File: config.mk
export PLATFORM = sky130hd
export DESIGN_NAME = mem_port_arbiter
export DESIGN_NICKNAME = d
export VERILOG_FILES = /design/src/rtl/mem_port_arbiter.sv
export SDC_FILE = /design/constraint.sdc
export NUM_CORES = 1
export LEC_CHECK = 0
export ABC_AREA = 1
export BUFFER_PORTS_ARGS = -buffer_cell sky130_fd_sc_hd__buf_2
export CAP_MARGIN = 20
export CELL_PAD_IN_SITES_DETAIL_PLACEMENT = 0
export CELL_PAD_IN_SITES_GLOBAL_PLACEMENT = 1
export CORE_ASPECT_RATIO = 1.1
export CORE_MARGIN = 10
export CORE_UTILIZATION = 33
export DETAILED_ROUTE_END_ITERATION = 6
export PLACE_DENSITY = 0.79
export SLEW_MARGIN = 20
export SYNTH_ARGS = -nofsm -noshare
export SYNTH_HDL_FRONTEND = slang
export SYNTH_SLANG_ARGS = --single-unit
export TNS_END_PERCENT = 1
File: constraint.sdc
create_clock -name clk -period 2 [get_ports clk]
set_input_delay 0.1 -clock clk [delete_from_list [all_inputs] [get_ports clk]]
set_output_delay 0.1 -clock clk [all_outputs]
set_load 0.1 [all_outputs]
File: src/rtl/mem_port_arbiter.sv
// Single shared memory port arbiter: MEM-over-IF priority, round-robin when both contend.
// Optional feature: define ARB_TIMEOUT_EN to abort accesses that wait TIMEOUT cycles for m_ack.
module mem_port_arbiter #(
    parameter int AW      = 8,
    parameter int DW      = 32,
    parameter int TIMEOUT = 15
) (
    input  logic          clk,
    input  logic          reset,
    input  logic          if_req,
    input  logic [AW-1:0] if_addr,
    output logic [DW-1:0] if_rdata,
    output logic          if_ack,
    input  logic          mem_req,
    input  logic          mem_rw,
    input  logic [1:0]    mem_size,
    input  logic [AW-1:0] mem_addr,
    input  logic [DW-1:0] mem_wdata,
    output logic [DW-1:0] mem_rdata,
    output logic          mem_ack,
    output logic          m_req,
    output logic          m_rw,
    output logic [1:0]    m_size,
    output logic [AW-1:0] m_addr,
    output logic [DW-1:0] m_wdata,
    input  logic [DW-1:0] m_rdata,
    input  logic          m_ack,
    output logic [1:0]    grant,
    output logic          stall,
    output logic          err
);

    typedef enum logic [1:0] {IDLE, IF_BUSY, MEM_BUSY, DONE} state_t;

    state_t state, next_state;
    logic   last_mem;
    logic   take_mem, take_if, complete;

`ifdef ARB_TIMEOUT_EN
    localparam int CW = ($clog2(TIMEOUT + 1) < 4) ? 4 : $clog2(TIMEOUT + 1);
    logic [CW-1:0] wait_cnt;
    logic          abort;
`endif

    // MEM wins unless it also held the previous grant while IF is waiting
    always_comb begin
        next_state = state;
        take_mem   = 1'b0;
        take_if    = 1'b0;
        complete   = 1'b0;
`ifdef ARB_TIMEOUT_EN
        abort      = 1'b0;
`endif
        case (state)
            IDLE: begin
                if (mem_req && !(last_mem && if_req)) begin
                    take_mem   = 1'b1;
                    next_state = MEM_BUSY;
                end else if (if_req) begin
                    take_if    = 1'b1;
                    next_state = IF_BUSY;
                end
            end
            IF_BUSY, MEM_BUSY: begin
                if (m_ack) begin
                    complete   = 1'b1;
                    next_state = DONE;
                end
`ifdef ARB_TIMEOUT_EN
                else if (wait_cnt == CW'(TIMEOUT - 1)) begin
                    abort      = 1'b1;
                    next_state = DONE;
                end
`endif
            end
            DONE:    next_state = IDLE;
            default: next_state = IDLE;
        endcase
    end

    always_ff @(posedge clk or negedge reset) begin
        if (!reset) state <= IDLE;
        else        state <= next_state;
    end

    always_ff @(posedge clk or negedge reset) begin
        if (!reset) begin
            last_mem  <= 1'b0;
            m_rw      <= 1'b0;
            m_size    <= 2'b00;
            m_addr    <= '0;
            m_wdata   <= '0;
            if_rdata  <= '0;
            mem_rdata <= '0;
        end else begin
            if (take_mem) begin
                last_mem <= 1'b1;
                m_rw     <= mem_rw;
                m_size   <= mem_size;
                m_addr   <= mem_addr;
                m_wdata  <= mem_wdata;
            end else if (take_if) begin
                last_mem <= 1'b0;
                m_rw     <= 1'b0;
                m_size   <= 2'b10;
                m_addr   <= if_addr;
            end
            // stores complete without touching the load data register
            if (complete) begin
                if (state == IF_BUSY) if_rdata  <= m_rdata;
                else if (!m_rw)       mem_rdata <= m_rdata;
            end
`ifdef ARB_TIMEOUT_EN
            if (abort) begin
                if (state == IF_BUSY) if_rdata  <= DW'(32'hDEADBEEF);
                else                  mem_rdata <= DW'(32'hDEADBEEF);
            end
`endif
        end
    end

`ifdef ARB_TIMEOUT_EN
    always_ff @(posedge clk or negedge reset) begin
        if (!reset) begin
            wait_cnt <= '0;
            err      <= 1'b0;
        end else begin
            if (take_mem || take_if)
                wait_cnt <= '0;
            else if ((state == IF_BUSY || state == MEM_BUSY) && !m_ack)
                wait_cnt <= wait_cnt + 1'b1;
            if (abort) err <= 1'b1;
        end
    end
`else
    assign err = 1'b0;
`endif

    assign m_req   = (state == IF_BUSY) || (state == MEM_BUSY);
    assign grant   = {state == MEM_BUSY, state == IF_BUSY};
    assign if_ack  = (state == DONE) && !last_mem;
    assign mem_ack = (state == DONE) && last_mem;
    assign stall   = (if_req & ~if_ack) | (mem_req & ~mem_ack);

endmodule
==> results.md, run 1 <==
- CTS tree: done
- Wire per inst: 15.02 um
- Biggest area consumer among synthesized cells: dfrtp_1
- FMAX: 573.9 MHz
- Sequential fraction of the synthesis area: 61.94%
- Register Area: 2753 um^2
- Total grt overflow: 0
- Via density: 4.426
- Crit path capture type: output port
- Yosys cell types: 19
- WP buf/inv: 2
- Nets: 823
- Critical Path Start Type: flip-flop
- Post-layout util: 47.40%
- Antenna violations before repair: 0
- Critical path peak fanout: 4
- Post-Syn Area per Cell: 8.906 um^2
- Pre-CTS setup slack: 0.3081 ns
- Yosys top cell area share: 61.94%
- Final hold vios: 0
- Ranking of synthesized cells by area: dfrtp_1 62%, nand2_1 18%, o21ai_0 7.5%, inv_1 4.7%, nand3_1 1.8%
- Max_cap viols: 0
- Syn. warnings: 0
- CTS root buffer: clkbuf_16
- Ratio of cells with drive above 1 in the final layout: 31.20%
- Die Span Y: 141.7 um
- Post-CTS setup buffers: 0
- Dpl hpwl: 9881 um
- Vias in the first global route: 4057
- Multi-input gate area: 1333 um^2
- Post-Syn Area: 4444 um^2
- RSZ-0062 raised after global routing: false
- WS Path Type: flip-flop to output port
- Crit-path cells: inv_1, ha_1, buf_2
- Placement Cell Area: 5612 um^2
- Row Count: 44
- CTS clk-pin slew, worst paths: 0.07 ns
- Largest net degree at the start of global routing: 65
- Final setup vio count: 0
- Num Clock Sinks: 110
- First-pass GRT wire length: 21270 um
- Critical Path RT: 1.90 ns
- Max incr delay on CP: 0.47 ns
- Data arrival, critical path: 1.64 ns
- Total CTS buffers: 9
- I/O Buffers: 200
- GPL Wtd Cong: 0.8143
- Slowest-stage cell, CP: buf_2
- Post-route insts no fill: 896
- Fin crit period: 1.742 ns
- Worst setup margin: 0.2575 ns
- Post-Layout Inst Area: 6262 um^2
- Die area: 18520 um^2
- Antenna viol nets, final: 0
- Core area: 13210 um^2
- Status: completed
- Syn nets: 591
- Drt drc: 0
- Worst-case clock buffer depth: 2
- TritonRoute pass-1 iters: 4
- Initial drt markers: 213
- GRT Overall Usage: 14.44%
- Vias post-DR: 3966
- Worst hold path class: input port to flip-flop
- Synth Instances: 499
- H-tree depth: 3
- Worst skew pair latency: 0.35 ns
- FF+latch count, synth: 110
- Layout Skew: 0.004185 ns
- Initial core utilization: 33.64%
- Slew headroom: 63.17%
- Area delta synth->final: 40.91%
- Pins Over Slew Limit: 0
- Final worst-path cycle share: 87.12%
- # fillers: 1294
- Worst slew pin tran: 0.5524 ns
- Inst Count DP: 844
- Total wire length: 13460 um
- Ports: 202
- Top delay family on crit path: buffers and inverters
- Die width: 130.7 um
worst paths after layout:
kind                                  start            end  slack (ns)  depth (start not counted)
max in group asynchronous             reset    m_wdata[29]        1.04                          3
worst min register to register  m_wdata[25]    m_wdata[25]        0.48                          2
worst max-delay path               state[0]          m_req        0.26                          3
worst min-delay path            m_rdata[10]  mem_rdata[10]        0.01                          3
min in group asynchronous             reset      m_addr[4]        0.28                          2
worst max register to register     state[0]      m_addr[7]        0.31                          8
cell type report:
type                    count  area share (%)
diodes                      1         0.03996
clock inverters             4          0.7792
clock buffers              10           3.656
inverters                  59           3.616
repair buffers            243           23.46
well taps                 161           3.217
multi-input cells         308           21.28
flip-flops and latches    110           43.96
cell families after synthesis:
group,Yosys count,synth area share (%)
and+or+nand+nor,235,21.00
DFF,110,61.94
buffers and inverters,81,8.193
AOI/OAI and AO/OA,68,7.658
adders and majority gates,4,1.126
other,1,0.08438
state kept, by name, indices dropped and copies added (netlist names):
signal / cells
m_addr: 8
m_size: 2
last_mem: 1
m_rw: 1
state: 2
mem_rdata: 32
m_wdata: 32
if_rdata: 32
synth_stat cells, drive strengths merged:
master	number
a21oi	1
buf	12
clkbuf	10
clkinv	1
conb	1
dfrtp	110
ha	4
inv	58
nand2	212
nand3	17
nor2	6
o21ai	67
placed cells by master, fill, tap and decap left out, drive strengths merged:
cell | synthesis | final
nand2 | 212 | 212
buf | 12 | 206
dfrtp | 110 | 110
o21ai | 67 | 67
inv | 58 | 59
dlygate4sd3 | 0 | 37
nand3 | 17 | 17
clkbuf | 10 | 10
nor2 | 6 | 6
ha | 4 | 4
clkinv | 1 | 3
diode | 0 | 1
a21oi | 1 | 1
conb | 1 | 1
bufinv | 0 | 1
metal layers:
metal | global-route usage (%) | up-vias | routed length [um]
li1 | - | 1982 | -
met1 | 16.81 | 1817 | 5479
met2 | 22.18 | 155 | 5939
met3 | 7.902 | 12 | 1889
met4 | 4.569 | 0 | 151
met5 | 0 | - | 0
repair_timing:
action	in CTS	in global routing
hold buffers	37	0
resized for setup	0	0
endpoints found under the hold margin	74	0
metrics by stage:
stage	hold WS (ns)	TNS [ns]
finish	0.01485	0
global route	0.01914	0
CTS	0.0007114	0
detailed placement	0.1235	0
global placement	0.1242	0
floorplan	-0.1956	-4.559
tightest hold or removal path: cells and delay by family:
kind | cells | cell delay (ns)
AO/OA/AOI/OAI | 1 | 0.07
buffers and inverters | 2 | 0.14
Power of run 1 is not shown: default switching activity piles up to over one toggle a cycle in this logic, so the estimate is an artifact.
==> run 2, diff against run 1 <==
CORE_ASPECT_RATIO = 1.75   (was 1.1)
SLEW_MARGIN = 5   (was 20)
==> run 2 against run 1 <==
Against the previous run: count of clock-buffer cells in the layout is 1 lower; maximum frequency is 0.23% lower; clock skew rose by 0.0060 ns; non-clock buffer count decreased by 3; wire length decreased by 1.2%; final area grew 0.24%; flip-flop and latch count unchanged; worst hold slack gained 0.0034 ns; global-route usage down 0.35 points; setup slack worse by 0.0040 ns; critical path depth stayed put; die area increased by 0.96%; critical endpoint unchanged; highest routed layer is now met5.
==> results.md, run 2 (synthesized netlist as in run 1, its figures left out) <==
- Most common cell after layout, fill and taps aside: nand2_1
- Vias in the first global route: 4081
- CTS root buffer: clkbuf_16
- WS Path Type: flip-flop to output port
- Post-layout util: 47.15%
- Total grt overflow: 0
- Data arrival, critical path: 1.65 ns
- Antenna violations before repair: 3
- Post-Layout Inst Area: 6277 um^2
- Area delta synth->final: 41.24%
- Regs by FF count: if_rdata x32, m_wdata x32, mem_rdata x32
- CTS clk-pin slew, worst paths: 0.08 ns
- Total wire length: 13300 um
- Crit path capture type: output port
- Post-route insts no fill: 908
- RSZ-0062 raised after global routing: false
- Final hold vios: 0
- TNS Setup: 0 ns
- FMAX: 572.6 MHz
- Row Count: 56
- Wire per inst: 14.65 um
- GRT Overall Usage: 14.09%
- Inst Count DP: 856
- Die width: 107.7 um
- Status: completed
- Critical Path Start Type: flip-flop
- Initial drt markers: 137
- GPL Wtd Cong: 0.7687
- Via density: 4.339
- Vias post-DR: 3940
- Dpl hpwl: 10040 um
- Slew headroom: 66.13%
- Worst skew pair latency: 0.34 ns
- Antenna viol nets, final: 0
- Largest net degree at the start of global routing: 65
- Die Span Y: 173.5 um
- Critical Path RT: 1.90 ns
- Layout Skew: 0.01017 ns
- Final setup vio count: 0
- Ratio of cells with drive above 1 in the final layout: 31.51%
- CTS tree: done
- Fin crit period: 1.746 ns
- Drt drc: 0
- Total CTS buffers: 9
- Initial core utilization: 33.38%
- Core area: 13310 um^2
- TritonRoute pass-1 iters: 4
- First-pass GRT wire length: 21450 um
- Ports: 202
- Num Clock Sinks: 110
- Max_cap viols: 0
- I/O Buffers: 200
- Critical path peak fanout: 4
- H-tree depth: 3
- Worst hold path class: input port to flip-flop
- Final worst-path cycle share: 87.32%
- Placement Cell Area: 5620 um^2
- Nets: 820
- Worst-case clock buffer depth: 2
- Post-CTS setup buffers: 0
- Die area: 18690 um^2
- Worst slew pin tran: 0.5115 ns
- Most frequent cells in the layout: 209 x nand2_1, 199 x buf_2, 110 x dfrtp_1
- Pins Over Slew Limit: 0
-- run 2: worst paths after layout --
| kind | cells after the start | to | slack [ns] | start |
|---|---|---|---|---|
| setup reg to reg | 8 | m_addr[5] | 0.30 | state[0] |
| setup / recovery | 3 | m_req | 0.25 | state[0] |
| max in group asynchronous | 3 | if_rdata[7] | 1.08 | reset |
| hold / removal | 3 | mem_rdata[6] | 0.02 | m_rdata[6] |
| min in group asynchronous | 2 | m_wdata[30] | 0.25 | reset |
| hold reg to reg | 2 | m_size[0] | 0.47 | m_size[0] |
-- run 2: final cells by class --
cell class                 instances  area, um^2
tap                              174       217.7
fill                            1336        7036
antenna                            1       2.502
timing repair buffer             240        1441
clock inverter                     7       78.83
multi-input combinational        308        1333
sequential                       110        2753
inverter                          59       226.5
clock buffer                       9       225.2
-- run 2: critical path, cell delays in order, from the launching register on --
cell,delay [ns]
dfrtp_1,0.40
inv_1,0.09
ha_1,0.36
buf_2,0.46
-- run 2: what timing repair did --
action,in CTS,in global routing
hold buffers,35,0
endpoints found under the hold margin,63,0
gates resized for setup,0,0
-- run 2: metrics by stage --
| step | hold slack, ns | setup slack [ns] |
|---|---|---|
| final | 0.01821 | 0.2535 |
| after global routing | 0.007521 | 0.1320 |
| after CTS | 0.001273 | 0.2293 |
| after detailed placement | 0.06022 | 0.2923 |
| after global placement | 0.04779 | 0.3569 |
| after floorplan | -0.1956 | -0.1609 |
-- run 2: routing by layer --
metal,global-route usage (%),vias to the layer above,routed length (um),share of wire (%)
met5,0,-,33,0.25
met4,3.803,4,161,1.2
met3,5.249,14,1143,8.6
met2,25.23,130,7008,53
met1,14.83,1812,4954,37
li1,-,1980,-,-
Power of run 2 is left out for the same reason.
==> run 3, diff against run 2 <==
CORE_UTILIZATION = 35   (was 33)
CTS_BUF_LIST = sky130_fd_sc_hd__clkbuf_2   (was unset)
PLACE_DENSITY = 0.83   (was 0.79)
==> run 3 against run 2 <==
Against the previous run: sequential share of layout area down 3.0 points; cell count up 6.1%; first-iteration DRC count up 26%; global-route usage up 1.6 points; core utilization up 7.0 points; worst hold slack better by 0.18 ns; critical path depth unchanged; setup slack worse by 0.080 ns; die area down 4.9%; flip-flop and latch count unchanged; highest routed layer is now met4.
==> results.md, run 3 (synthesized netlist as in run 1, its figures left out) <==
- Status: completed
- Largest net degree at the start of global routing: 65
- Area delta synth->final: 51.49%
- Vias post-DR: 4254
- R2R Path Start: state[1]
- Worst skew pair latency: 0.60 ns
- Dpl hpwl: 10120 um
- Most common cell after layout, fill and taps aside: nand2_1
- Critical Path Start Type: flip-flop
- GPL Wtd Cong: 0.8105
- RSZ-0062 raised after global routing: false
- Total wire length: 14210 um
- Data arrival, critical path: 1.73 ns
- Most frequent cells in the layout: 208 x nand2_1, 194 x buf_2, 110 x dfrtp_1
- Initial core utilization: 35.75%
- Ratio of cells with drive above 1 in the final layout: 29.72%
- Total CTS buffers: 9
- Crit path capture type: output port
- Wire per inst: 14.76 um
- FMAX: 547.4 MHz
- TritonRoute pass-1 iters: 5
- Die Span Y: 169.1 um
- Antenna violations before repair: 1
- Num Clock Sinks: 110
- H-tree depth: 3
- Pins Over Slew Limit: 0
- Drt drc: 0
- GRT Overall Usage: 15.64%
- Max_cap viols: 0
- FF-to-FF End: if_rdata[2]
- Worst hold path class: input port to flip-flop
- Max incr delay on CP: 0.47 ns
- Worst setup margin: 0.1731 ns
- Antenna viol nets, final: 0
- Critical Path RT: 1.90 ns
- Post-layout util: 54.16%
- Hold-critical path depth: 4
- Hold wc startpoint: mem_wdata[11]
- Nets: 881
- Initial drt markers: 173
- Worst-case clock buffer depth: 2
- Fin crit period: 1.827 ns
- Regs by FF count: if_rdata x32, m_wdata x32, mem_rdata x32
- Total grt overflow: 0
- Final hold vios: 0
- Final worst-path cycle share: 91.35%
- Worst R2R Path Depth: 7
- Worst R2R Setup Slack: 0.19 ns
- Worst slew pin tran: 0.5369 ns
- CTS clk-pin slew, worst paths: 0.34 ns
- Core area: 12430 um^2
- Met3 Resource Use GR: 4.715%
- CTS tree: done
- Ports: 202
- Grt met1 use: 15.95%
- Row Count: 54
- Pre-CTS setup slack: 0.2689 ns
- Crit-path cells: inv_1, ha_1, buf_6
- WS Path Type: flip-flop to output port
- First-pass GRT wire length: 22690 um
- Layout Skew: 0.05600 ns
- Met2 GRT Util: 28.55%
- Via density: 4.417
- Final setup vio count: 0
- Die width: 105.2 um
- GRT Max-Usage Layer: met2
- CTS root buffer: clkbuf_2
- Slew headroom: 64.45%
- Vias in the first global route: 4512
- Hold Path Sink: m_wdata[11]
- I/O Buffers: 200
- Die area: 17780 um^2
- Critical path peak fanout: 4
- Slowest-stage cell, CP: dfrtp_1
==> run 3: routing by layer <==
metal | routed length (um) | vias up
li1 | - | 2102
met2 | 7522 | 156
met3 | 923 | 23
met1 | 5365 | 1973
met4 | 398 | 0
met5 | 0 | -
==> run 3: worst max path at each step <==
stage                        start            to  slack, ns
after detailed placement  state[0]     m_addr[5]       0.27
after floorplan           state[0]  mem_rdata[0]      -0.16
after CTS                 state[0]   m_wdata[24]       0.02
after global routing      state[0]         stall     0.0008
final                     state[0]         m_req       0.17
after global placement    state[0]     m_addr[3]       0.37
==> run 3: area by class of cell <==
| class | instances | area, um^2 |
|---|---|---|
| sequential | 110 | 2753 |
| tap | 168 | 210.2 |
| timing repair buffer | 301 | 2074 |
| inverter | 59 | 226.5 |
| clock inverter | 6 | 81.33 |
| multi-input combinational | 308 | 1335 |
| antenna | 1 | 2.502 |
| clock buffer | 10 | 50.05 |
| fill | 1157 | 5699 |
==> run 3: critical path, delay by kind of cell (launching register included) <==
kind	cells	cell delay (ns)
flops	1	0.47
buf+inv	2	0.34
fa+ha+maj	1	0.37
==> run 3: metrics by stage <==
step / area (um^2) / TNS, ns / hold slack (ns) / std cells
3_5_place_dp: 5620 / 0 / 0.09127 / 851
4_1_cts: 6698 / 0 / 0.1335 / 960
3_3_place_gp: 5620 / 0 / 0.08566 / 851
5_1_grt: 6733 / 0 / 0.1144 / 963
6_report: 6733 / 0 / 0.2011 / 963
2_1_floorplan: 4447 / -4.559 / -0.1956 / 499
==> run 3: repair_timing <==
| action | in CTS | in global routing |
|---|---|---|
| gates cloned | 0 | 0 |
| endpoints found under the hold margin | 219 | 0 |
| resized for setup | 2 | 6 |
| setup buffers | 0 | 2 |
| pin swaps | 0 | 1 |
| endpoints found under the setup margin | 2 | 7 |
| hold buffers | 93 | 0 |
Power of run 3 is left out for the same reason.
